$ cat src/rtl/mcd212_video_timing.sv
// mcd212_video_timing
// Raster timing generator for the MCD212 display path. Pixel clock enables are
// counted into horizontal/vertical positions; sync, blanking, display-active,
// field parity and a sticky programmable line interrupt are decoded from them.
// Every decode is taken from the next-state counters and registered alongside
// them, so outputs always agree with h_count/v_count in the same clock.
module mcd212_video_timing #(
  parameter int H_TOTAL       = 944,
  parameter int H_ACTIVE      = 768,
  parameter int HS_START      = 800,
  parameter int HS_WIDTH      = 70,
  parameter int V_TOTAL_PAL   = 312,
  parameter int V_ACTIVE_PAL  = 280,
  parameter int V_TOTAL_NTSC  = 262,
  parameter int V_ACTIVE_NTSC = 240,
  parameter int VS_OFFSET     = 4,
  parameter int VS_WIDTH      = 3
) (
  input  logic       clk,
  input  logic       reset_n,
  input  logic       pixel_ce,
  input  logic       pal,
  input  logic [8:0] int_line,
  input  logic       int_en,
  input  logic       int_ack,
  output logic [9:0] h_count,
  output logic [8:0] v_count,
  output logic       hsync,
  output logic       vsync,
  output logic       hblank,
  output logic       vblank,
  output logic       display_active,
  output logic       parity,
  output logic       line_start,
  output logic       frame_start,
  output logic       irq
);

  localparam logic [9:0] LP_H_LAST      = 10'(H_TOTAL - 1);
  localparam logic [9:0] LP_H_ACTIVE    = 10'(H_ACTIVE);
  localparam logic [9:0] LP_HS_START    = 10'(HS_START);
  localparam logic [9:0] LP_HS_END      = 10'(HS_START + HS_WIDTH);
  localparam logic [8:0] LP_V_LAST_PAL  = 9'(V_TOTAL_PAL - 1);
  localparam logic [8:0] LP_V_LAST_NTSC = 9'(V_TOTAL_NTSC - 1);
  localparam logic [8:0] LP_VA_PAL      = 9'(V_ACTIVE_PAL);
  localparam logic [8:0] LP_VA_NTSC     = 9'(V_ACTIVE_NTSC);
  localparam logic [8:0] LP_VS_OFFSET   = 9'(VS_OFFSET);
  localparam logic [8:0] LP_VS_WIDTH    = 9'(VS_WIDTH);

  // Parameter sanity: sync windows must fit inside their totals.
  if (HS_START + HS_WIDTH > H_TOTAL) begin : g_bad_hsync
    $error("mcd212_video_timing: hsync window exceeds H_TOTAL");
  end
  if (V_ACTIVE_PAL + VS_OFFSET + VS_WIDTH > V_TOTAL_PAL) begin : g_bad_vsync_pal
    $error("mcd212_video_timing: PAL vsync window exceeds V_TOTAL_PAL");
  end
  if (V_ACTIVE_NTSC + VS_OFFSET + VS_WIDTH > V_TOTAL_NTSC) begin : g_bad_vsync_ntsc
    $error("mcd212_video_timing: NTSC vsync window exceeds V_TOTAL_NTSC");
  end

  logic [9:0] r_h_count;
  logic [8:0] r_v_count;
  logic       r_parity;
  logic       r_mode_pal;
  logic       r_hsync;
  logic       r_vsync;
  logic       r_hblank;
  logic       r_vblank;
  logic       r_line_start;
  logic       r_frame_start;
  logic       r_irq;

  logic [8:0] w_v_last;
  logic       w_h_wrap;
  logic       w_v_wrap;
  logic [9:0] w_h_next;
  logic [8:0] w_v_next;
  logic       w_mode_next;
  logic [8:0] w_v_active;
  logic [8:0] w_vs_start;
  logic [8:0] w_vs_end;
  logic       w_irq_set;

  // The field length in force is the one latched at the last field wrap.
  assign w_v_last    = r_mode_pal ? LP_V_LAST_PAL : LP_V_LAST_NTSC;
  assign w_h_wrap    = (r_h_count == LP_H_LAST);
  assign w_v_wrap    = w_h_wrap && (r_v_count == w_v_last);
  assign w_h_next    = w_h_wrap ? 10'd0 : r_h_count + 10'd1;
  assign w_v_next    = w_v_wrap ? 9'd0 : (w_h_wrap ? r_v_count + 9'd1 : r_v_count);
  assign w_mode_next = w_v_wrap ? pal : r_mode_pal;

  // Vertical decode uses the mode that will be in force alongside w_v_next.
  assign w_v_active  = w_mode_next ? LP_VA_PAL : LP_VA_NTSC;
  assign w_vs_start  = w_v_active + LP_VS_OFFSET;
  assign w_vs_end    = w_vs_start + LP_VS_WIDTH;

  // w_v_next never reaches v_total, so an out-of-range int_line cannot match.
  assign w_irq_set   = pixel_ce && w_h_wrap && int_en && (w_v_next == int_line);

  // Position counters, field parity and the per-field standard latch.
  always_ff @(posedge clk or negedge reset_n) begin
    if (!reset_n) begin
      r_h_count  <= 10'd0;
      r_v_count  <= 9'd0;
      r_parity   <= 1'b0;
      r_mode_pal <= 1'b1;
    end else if (pixel_ce) begin
      r_h_count  <= w_h_next;
      r_v_count  <= w_v_next;
      r_mode_pal <= w_mode_next;
      if (w_v_wrap) begin
        r_parity <= ~r_parity;
      end
    end
  end

  // Registered sync/blank decodes taken from the next-state counters.
  always_ff @(posedge clk or negedge reset_n) begin
    if (!reset_n) begin
      r_hsync  <= 1'b0;
      r_vsync  <= 1'b0;
      r_hblank <= 1'b0;
      r_vblank <= 1'b0;
    end else if (pixel_ce) begin
      r_hblank <= (w_h_next >= LP_H_ACTIVE);
      r_hsync  <= (w_h_next >= LP_HS_START) && (w_h_next < LP_HS_END);
      r_vblank <= (w_v_next >= w_v_active);
      r_vsync  <= (w_v_next >= w_vs_start) && (w_v_next < w_vs_end);
    end
  end

  // Single-clock line/frame strobes; they drop on any clock without pixel_ce.
  always_ff @(posedge clk or negedge reset_n) begin
    if (!reset_n) begin
      r_line_start  <= 1'b0;
      r_frame_start <= 1'b0;
    end else begin
      r_line_start  <= pixel_ce && w_h_wrap;
      r_frame_start <= pixel_ce && w_v_wrap;
    end
  end

  // Sticky line interrupt; a set in the same clock as an ack takes priority.
  always_ff @(posedge clk or negedge reset_n) begin
    if (!reset_n) begin
      r_irq <= 1'b0;
    end else if (w_irq_set) begin
      r_irq <= 1'b1;
    end else if (int_ack) begin
      r_irq <= 1'b0;
    end
  end

  assign h_count        = r_h_count;
  assign v_count        = r_v_count;
  assign hsync          = r_hsync;
  assign vsync          = r_vsync;
  assign hblank         = r_hblank;
  assign vblank         = r_vblank;
  assign display_active = ~r_vblank;
  assign parity         = r_parity;
  assign line_start     = r_line_start;
  assign frame_start    = r_frame_start;
  assign irq            = r_irq;

endmodule

$ cat config.mk
export PLATFORM = sky130hd
export DESIGN_NAME = mcd212_video_timing
export DESIGN_NICKNAME = d
export VERILOG_FILES = /design/src/rtl/mcd212_video_timing.sv
export SDC_FILE = /design/constraint.sdc
export NUM_CORES = 1
export LEC_CHECK = 0
export ABC_AREA = 1
export BUFFER_PORTS_ARGS = -buffer_cell sky130_fd_sc_hd__clkbuf_2
export CORE_MARGIN = 2
export CORE_UTILIZATION = 26
export CTS_BUF_LIST = sky130_fd_sc_hd__clkbuf_2
export CTS_CLUSTER_DIAMETER = 150
export DETAILED_ROUTE_END_ITERATION = 10
export GPL_TIMING_DRIVEN = 0
export PLACE_DENSITY = 0.55
export SKIP_CTS_REPAIR_TIMING = 1
export SYNTH_ARGS = -nofsm -noshare
export SYNTH_HDL_FRONTEND = slang
export SYNTH_SLANG_ARGS = --single-unit
$ cat constraint.sdc
create_clock -name clk -period 3.6 [get_ports clk]
set_input_delay 1.08 -clock clk [delete_from_list [all_inputs] [get_ports clk]]
set_output_delay 1.08 -clock clk [all_outputs]
set_load 0.01 [all_outputs]
==> out/metrics.yaml, run 1 <==
outcome: "completed"
r2r_slack_ps: 750
worst-endpoint-required_ps: 3970
grt_use_total: 0.140
ir_drop_mv: 0.135
worstPathCellList: "ha_1 -> nand2_2 -> nor2_8 -> nand3_4 -> nor2_2 -> nand2_2 -> buf_6 -> clkinv_4 -> nor2_2 -> a21oi_4 -> inv_1 -> ha_1 -> a21oi_1 -> o21ai_0 -> nand3b_1 -> nor3_1 -> nand3_1 -> nand2_1"
rows: 32
area_contributors_post_synth: "dfrtp_1 33%, nand2_1 18%, inv_1 7.8%, nand3_1 7.2%, o21ai_0 5.1%"
totalWireLength_um: 5880
worst-setup-path-type: "flip-flop to flip-flop"
synthesis.yosys.warnings: 0
first_global_vias: 2024
grt_first_pass_wirelength_um: 9690
tritoncts_clock_tree: "yes"
antenna_cell_count: 0
height_of_the_die_um: 93.4
timing_max_transition_violations_final: 0
worst_setup_hold_path_clk_slew_ps: 310
finalHoldViolCount: 0
cts_max_path_buffers: 2
worstSetupEndpoint: "vsync$_DFFE_PN0P_"
synthDistinctLibCells: 31
rsz0062_at_grt: "false"
gr-usage-met3: 0.0129
ys_seq_area_frac: 0.338
grt_overflow_total: 0
synth_fp_nets: 332
crit_path_top_delay_cell: "dfrtp_1"
postLayoutCoreUtil: 0.318
use_met1: 0.188
synthesis.area_per_instance_um2: 6.70
cpPeakStageDelay_ps: 490
maxCapViolCount: 0
yosysTopAreaCell: "dfrtp_1"
crit-reg2reg-launch: "h_count[0]$_DFFE_PN0P_"
endpoint_kind: "flip-flop"
period_minus_slack_ps: 2850
worst_ep_arrival_time_ps: 3220
portBuffers: 42
firstDrtPassIters: 6
vias_cell: 4.57
setup_violations: 0
vias: 2093
finalNetCount: 379
worst_hold_path_type: "flip-flop to flip-flop"
pin_count_of_the_biggest_net_entering_global_routing: 29
die_width_um: 93.4
synthesis.area_um2: 2080
die_footprint_um2: 8720
route.detailed.wl_per_inst_um: 12.8
area.growth.synth_to_final_pct: 18.4
achievable-frequency_ghz: 0.351
relSlewSlack: 0.489
drtAntennaViolNets: 0
detailedRoute.firstIterationViolations: 175
globalRoute.busiestLayer: "met2"
post_route_cells_drive_above_1_share: 0.194
leakage_nw: 1.32
cts_max_level: 1
r2r_end: "vsync$_DFFE_PN0P_"
critPathMaxFanout: 10
core-area_um2: 7730
start_util: 0.269
clk_root_buffer_cell: "clkbuf_2"
hold_path_depth: 1
min_period_over_period: 0.791
routability_cong: 0.873
globalRouteMet2Util: 0.239
power.density_cell_area_nw_per_um2: 429
setup-tns-final_ps: 0
cts.sink_count: 28
cp-start-kind: "flip-flop"
syn-instance-count: 310
tightestPinTransition_ps: 767
critPathLaunch: "h_count[0]$_DFFE_PN0P_"
drt_drc_violations_left: 0
cts_inserted_buffers: 3
pin_count: 43
place_ws_ps: 768
place_hpwl_um: 4600
clock_latency_ps: 400
finalClockSkew_ps: 11.2
antenna_found_initial: 0
postLayoutSetupSlackWorst_ps: 751
synth_seq_cells: 28
r2r_cells: 18
synthDominantCellAreaShare: 0.325
## state kept, by name, summed over array words and instances (netlist names)
signal       count
vsync            1
line_start       1
frame_start      1
irq              1
hsync            1
h_count         10
vblank           1
r_mode_pal       1
hblank           1
parity           1
v_count          9
## logic make-up (layout without fill, tap and decap cells)
group                      after synthesis  count (layout)  synth area share
adders and majority gates                7               7            0.0422
and+or+nand+nor                        180             180             0.392
AOI/OAI and AO/OA                       36              36             0.102
DFF                                     28              28             0.338
xor gates and xnor gates                 5               5            0.0211
buffers and inverters                   54             100             0.105
## power by group
group          leakage (nW)  internal (mW)  total [mW]  switching [mW]
combinational         0.927          0.149       0.398           0.249
sequential            0.366          0.368       0.451          0.0829
clock                0.0266         0.0955       0.206           0.111
## Yosys cell counts
| library cell | instances |
|---|---|
| nand2_1 | 100 |
| inv_1 | 43 |
| nand3_1 | 30 |
| dfrtp_1 | 27 |
| nor2_1 | 22 |
| o21ai_0 | 21 |
| ha_1 | 7 |
| nand2_2 | 7 |
| nand4_1 | 6 |
| nor2_2 | 6 |
| a21oi_1 | 5 |
| xor2_1 | 5 |
| clkbuf_1 | 4 |
| nand3b_1 | 3 |
| o22ai_1 | 3 |
| clkinv_1 | 2 |
| inv_2 | 2 |
| nor3_1 | 2 |
| o2111ai_1 | 2 |
| o21bai_1 | 2 |
| a21oi_4 | 1 |
| a22o_1 | 1 |
| buf_4 | 1 |
| buf_6 | 1 |
| clkinv_4 | 1 |
| dfstp_2 | 1 |
| nand2b_1 | 1 |
| nand3_2 | 1 |
| nand3_4 | 1 |
| nor2_8 | 1 |
| o21ai_1 | 1 |
## per-stage QoR
step	cells	power (mW)	hold slack, ps	area [µm²]
finish	458	1.05	491	2460
CTS	458	1.07	494	2460
global route	458	1.13	516	2460
global placement	454	0.850	459	2410
detailed placement	454	0.856	458	2410
floorplan	310	0.707	504	2080
## per-layer routing
layer / part of all wire / vias up
met3: 0.039 / 7
met1: 0.47 / 954
met5: 0 / -
li1: - / 1081
met4: 0.014 / 0
met2: 0.48 / 51
## critical path, delay by kind of cell (launching register included)
family | cells | cell delay (ps)
AO/OA/AOI/OAI | 3 | 370
adder cells (fa/ha/maj) | 2 | 550
buffers and inverters | 3 | 320
flip-flops | 1 | 490
AND/OR/NAND/NOR | 10 | 1090
## layout by cell type, fill, tap and decap left out, drive strengths merged
master / count
o21ai: 22
xor2: 5
bufinv: 1
nand2: 107
nand2b: 1
nand3b: 3
inv: 45
nand3: 32
buf: 2
dfrtp: 27
a21oi: 6
nor3: 2
o22ai: 3
clkbuf: 49
nor2: 29
a22o: 1
o2111ai: 2
nand4: 6
o21bai: 2
dfstp: 1
clkinv: 3
ha: 7
## area by class of cell
type | count | area, µm²
inverters | 48 | 185
clock buffers | 3 | 15.0
well taps | 102 | 128
flip-flops and latches | 28 | 702
fillers | 861 | 5270
multi-input cells | 228 | 1160
plain buffers | 6 | 33.8
repair buffers | 42 | 210
clock inverters | 1 | 30.0
## worst min path at each step
| stage | start | endpoint | slack, ps |
|---|---|---|---|
| final | parity$_DFFE_PN0P_ | parity$_DFFE_PN0P_ | 490 |
| after detailed placement | parity$_DFFE_PN0P_ | parity$_DFFE_PN0P_ | 460 |
| after floorplan | parity$_DFFE_PN0P_ | parity$_DFFE_PN0P_ | 500 |
| after global routing | parity$_DFFE_PN0P_ | parity$_DFFE_PN0P_ | 520 |
| after global placement | parity$_DFFE_PN0P_ | parity$_DFFE_PN0P_ | 460 |
| after CTS | parity$_DFFE_PN0P_ | parity$_DFFE_PN0P_ | 490 |
No activity file was read; power rests on OpenSTA's default activity.
==> run 2, diff against run 1 <==
==> constraint.sdc (replaced) <==
create_clock -name clk -period 2.7 [get_ports clk]
set_input_delay 0.81 -clock clk [delete_from_list [all_inputs] [get_ports clk]]
set_output_delay 0.81 -clock clk [all_outputs]
set_load 0.01 [all_outputs]
==> run 2 against run 1 <==
Worst setup slack worse by 660 ps; highest routed layer unchanged; total power is 40% higher; worst hold slack worse by 82 ps; combinational power is 49% higher; wire length is 3.0% higher; register-to-register slack worse by 660 ps; critical path type unchanged; critical path depth is 1 lower; sequential cell count stayed put; sequential power is 35% higher; clock power is 33% higher.
==> out/metrics.yaml, run 2 (synthesis gave the netlist of run 1 again) <==
ir_drop_mv: 0.179
worst_ep_arrival_time_ps: 2980
critPathMostFrequentCell: "nor2_2"
firstDrtPassIters: 4
first_global_vias: 2024
cts_max_level: 1
pin_count: 43
filler_cells: 844
worst-endpoint-required_ps: 3080
power.density_cell_area_nw_per_um2: 563
drt_drc_violations_left: 0
tritoncts_clock_tree: "yes"
portBuffers: 42
place.detailed.instances: 454
worstPathCellList: "ha_4 -> nand2_4 -> nor2_8 -> nand3_4 -> nor2_2 -> nand2_2 -> buf_8 -> clkinv_4 -> nor2_2 -> a21oi_4 -> ha_1 -> a21oi_1 -> o21ai_2 -> nand3b_1 -> nor3_1 -> nand3_1 -> nand2_1"
die_width_um: 93.4
antenna_found_initial: 0
tightestPinTransition_ps: 767
finalNetCount: 389
worst-setup-path-type: "flip-flop to flip-flop"
relSlewSlack: 0.489
cts_max_path_buffers: 2
final_cells: 468
cts_inserted_buffers: 3
pin_count_of_the_biggest_net_entering_global_routing: 29
finalHoldViolCount: 0
setup_violations: 0
met1_wire_length_um: 2770
start_util: 0.269
critPathMaxFanout: 6
postPlaceCellArea_um2: 2410
clock_latency_ps: 400
stdcell_area_um2: 2620
place_hpwl_um: 4600
route.detailed.wl_per_inst_um: 12.9
drtAntennaViolNets: 0
area_of_the_multi_input_gates_um2: 1230
height_of_the_die_um: 93.4
rsz0062_at_grt: "true"
crit_path_top_delay_cell: "dfrtp_1"
rows: 32
detailroute.wirelength.met2_um: 2950
post_route_cells_drive_above_1_share: 0.262
grt_overflow_total: 0
antenna_cell_count: 0
cpPeakStageDelay_ps: 480
die_footprint_um2: 8720
endpoint_kind: "flip-flop"
postLayoutSetupSlackWorst_ps: 93.3
period_minus_slack_ps: 2610
layout_common_cells: "99 x nand2_1, 45 x clkbuf_2, 40 x inv_1"
max_ffs_per_register: 10
cts.sink_count: 28
met3_wl_um: 261
vias: 2138
min_period_over_period: 0.965
worst_hold_path_type: "input pin to asynchronous set/reset pin"
cp-start-kind: "flip-flop"
critical-path-top-delay-family: "simple AND/OR/NAND/NOR gates"
timing_max_transition_violations_final: 0
final-seq-area_um2: 708
clk_root_buffer_cell: "clkbuf_2"
finalClockSkew_ps: 3.13
achievable-frequency_ghz: 0.384
worst_setup_hold_path_clk_slew_ps: 310
grt_first_pass_wirelength_um: 9690
outcome: "completed"
layout.cells.most_common: "nand2_1"
hold_slack_ps: 410
core-area_um2: 7730
worstPathBufferInverterCount: 2
vias_cell: 4.57
leakage_nw: 1.37
place_ws_ps: -132
maxCapViolCount: 0
totalWireLength_um: 6060
grt_use_total: 0.140
routed.top_layer: "met4"
area.growth.synth_to_final_pct: 26.1
routability_cong: 0.873
detailedRoute.firstIterationViolations: 157
## run 2: through the flow
stage | power [mW] | TNS [ps] | utilization
detailed placement | 1.14 | -132 | 0.313
CTS | 1.42 | -221 | 0.318
floorplan | 0.943 | 0 | -
global placement | 1.13 | -88.2 | 0.313
finish | 1.48 | 0 | 0.339
global route | 1.59 | -84.2 | 0.339
## run 2: final timing paths
kind	start	slack, ps	depth (start not counted)	end
worst max-delay path	h_count[1]$_DFFE_PN0P_	90	17	vsync$_DFFE_PN0P_
worst min-delay path	reset_n	410	1	h_count[0]$_DFFE_PN0P_
worst max register to register	h_count[1]$_DFFE_PN0P_	90	17	vsync$_DFFE_PN0P_
worst min register to register	parity$_DFFE_PN0P_	490	1	parity$_DFFE_PN0P_
max in group asynchronous	reset_n	1780	1	h_count[4]$_DFFE_PN0P_
min in group clk	parity$_DFFE_PN0P_	490	1	parity$_DFFE_PN0P_
## run 2: area by class of cell
class,count,area share
buffer,6,0.0143
clock buffer,3,0.00573
clock inverter,1,0.0115
inverter,48,0.0707
multi-input combinational,228,0.470
sequential,28,0.270
tap,102,0.0487
timing repair buffer,52,0.109
## run 2: power breakdown
| group | switching (mW) | internal [mW] | total, mW |
|---|---|---|---|
| combinational | 0.355 | 0.237 | 0.592 |
| clock | 0.148 | 0.127 | 0.275 |
| sequential | 0.116 | 0.494 | 0.610 |
| total | 0.618 | 0.858 | 1.48 |
## run 2: layer usage
| layer | up-vias | GRT usage |
|---|---|---|
| li1 | 1104 | - |
| met1 | 978 | 0.188 |
| met2 | 49 | 0.239 |
| met3 | 7 | 0.0129 |
| met4 | 0 | 0.0404 |
| met5 | - | 0 |
==> run 3, diff against run 2 <==
--- a/config.mk
+++ b/config.mk
@@ -8,12 +8,12 @@
 export ABC_AREA = 1
 export BUFFER_PORTS_ARGS = -buffer_cell sky130_fd_sc_hd__clkbuf_2
 export CORE_MARGIN = 2
-export CORE_UTILIZATION = 26
+export CORE_UTILIZATION = 45
 export CTS_BUF_LIST = sky130_fd_sc_hd__clkbuf_2
 export CTS_CLUSTER_DIAMETER = 150
 export DETAILED_ROUTE_END_ITERATION = 10
 export GPL_TIMING_DRIVEN = 0
-export PLACE_DENSITY = 0.55
+export PLACE_DENSITY = 0.79
 export SKIP_CTS_REPAIR_TIMING = 1
 export SYNTH_ARGS = -nofsm -noshare
 export SYNTH_HDL_FRONTEND = slang
==> run 3 against run 2 <==
Final cell count down 10%; largest power group unchanged; combinational power up 2%; cell area down 2.0%; worst setup slack better by 45 ps; non-clock buffer count up 2; sequential power about the same.
==> out/metrics.yaml, run 3 (synthesis gave the netlist of run 1 again) <==
die_footprint_um2: 5170
cts_inserted_buffers: 3
worst-endpoint-required_ps: 3040
rsz0062_at_grt: "true"
clk_root_buffer_cell: "clkbuf_2"
achievable-frequency_ghz: 0.390
clock_latency_ps: 370
stdcell_area_um2: 2570
worst_setup_hold_path_clk_slew_ps: 270
antenna_found_initial: 0
cts.sink_count: 28
r2r_end: "vsync$_DFFE_PN0P_"
worstPathCellList: "ha_4 -> nand2_4 -> nor2_8 -> buf_6 -> nand3_2 -> nor2_4 -> nand2_1 -> nand3_2 -> inv_1 -> ha_1 -> a21oi_2 -> o21ai_1 -> nand3b_1 -> nor3_2 -> nand3_1 -> nand2_1"
postPlaceCellArea_um2: 2350
post_route_cells_drive_above_1_share: 0.266
timing_max_transition_violations_final: 0
first_global_vias: 1991
finalHoldViolCount: 0
layout_common_cells: "100 x nand2_1, 45 x clkbuf_2, 41 x inv_1"
tightestPinTransition_ps: 693
crit-reg2reg-launch: "h_count[0]$_DFFE_PN0P_"
cp-start-kind: "flip-flop"
leakage_nw: 1.37
routability_cong: 0.932
outcome: "completed"
max_ffs_per_register: 10
finalNetCount: 391
pin_count: 43
cts_max_level: 1
r2r_cells: 16
height_of_the_die_um: 71.9
min_period_over_period: 0.949
grt_first_pass_wirelength_um: 8740
route.detailed.wl_per_inst_um: 13.5
drt_drc_violations_left: 0
worstPathBufferInverterCount: 2
vias: 2223
tritoncts_clock_tree: "yes"
pin_count_of_the_biggest_net_entering_global_routing: 29
postLayoutCoreUtil: 0.582
antenna_cell_count: 0
start_util: 0.471
power.density_cell_area_nw_per_um2: 534
drtAntennaViolNets: 0
place_hpwl_um: 4220
area.growth.synth_to_final_pct: 23.7
r2r_slack_ps: 140
worst-setup-path-type: "flip-flop to flip-flop"
worst_hold_path_type: "input pin to asynchronous set/reset pin"
relSlewSlack: 0.538
critPathMaxFanout: 5
ir_drop_mv: 0.254
total_power_mw: 1.37
core-area_um2: 4410
worst_ep_arrival_time_ps: 2910
cts_max_path_buffers: 2
crit_path_top_delay_cell: "dfrtp_2"
critical-path-top-delay-family: "simple AND/OR/NAND/NOR gates"
setup_violations: 0
detailedRoute.firstIterationViolations: 252
period_minus_slack_ps: 2560
cpPeakStageDelay_ps: 480
finalClockSkew_ps: 5.23
totalWireLength_um: 5650
vias_cell: 5.29
portBuffers: 42
rows: 24
maxCapViolCount: 0
firstDrtPassIters: 5
endpoint_kind: "flip-flop"
grt_overflow_total: 0
layout.cells.most_common: "nand2_1"
die_width_um: 71.9
grt_use_total: 0.212
run 3: layer usage:
layer | global-route usage | wire length [µm] | vias up
met5 | 0 | 0 | -
met4 | 0.0943 | 113 | 0
met3 | 0.0139 | 318 | 20
met2 | 0.351 | 2720 | 97
met1 | 0.287 | 2500 | 1005
li1 | - | - | 1101
run 3: worst max path at each step:
stage | startpoint | to | slack, ps | cells past startpoint
floorplan | h_count[0]$_DFFE_PN0P_ | vsync$_DFFE_PN0P_ | 150 | 18
global placement | h_count[0]$_DFFE_PN0P_ | vsync$_DFFE_PN0P_ | -60 | 18
detailed placement | h_count[0]$_DFFE_PN0P_ | vsync$_DFFE_PN0P_ | -120 | 18
CTS | h_count[0]$_DFFE_PN0P_ | vsync$_DFFE_PN0P_ | -200 | 18
global route | h_count[0]$_DFFE_PN0P_ | vsync$_DFFE_PN0P_ | -20 | 20
finish | h_count[0]$_DFFE_PN0P_ | vsync$_DFFE_PN0P_ | 140 | 16
run 3: cell type report:
| cell class | count | area (µm²) |
|---|---|---|
| repair buffers | 54 | 304 |
| fillers | 402 | 1850 |
| clock buffers | 3 | 15.0 |
| clock inverters | 1 | 3.75 |
| plain buffers | 6 | 37.5 |
| flip-flops and latches | 28 | 709 |
| inverters | 48 | 188 |
| multi-input cells | 228 | 1250 |
| well taps | 52 | 65.1 |
run 3: through the flow:
stage / cells / setup TNS [ps] / hold slack [ps] / worst slack, ps
6_report: 420 / 0 / 419 / 138
5_1_grt: 420 / -17.0 / 445 / -17.0
4_1_cts: 408 / -235 / 428 / -197
3_5_place_dp: 404 / -116 / 460 / -116
3_3_place_gp: 404 / -55.8 / 455 / -55.8
2_1_floorplan: 310 / 0 / 504 / 148
run 3: worst register-to-register path: stages, from the launching register on:
cell and delay, ps:
dfrtp_2 480, ha_4 170, nand2_4 70, nor2_8 160, buf_6 130, nand3_2 70
nor2_4 170, nand2_1 90, nand3_2 100, inv_1 60, ha_1 310, a21oi_2 140
o21ai_1 90, nand3b_1 170, nor3_2 150, nand3_1 100, nand2_1 70
run 3: report_power, final:
group / internal (mW) / total (mW) / switching, mW
combinational: 0.239 / 0.603 / 0.365
sequential: 0.494 / 0.607 / 0.113
clock: 0.0322 / 0.161 / 0.128
total: 0.765 / 1.37 / 0.606
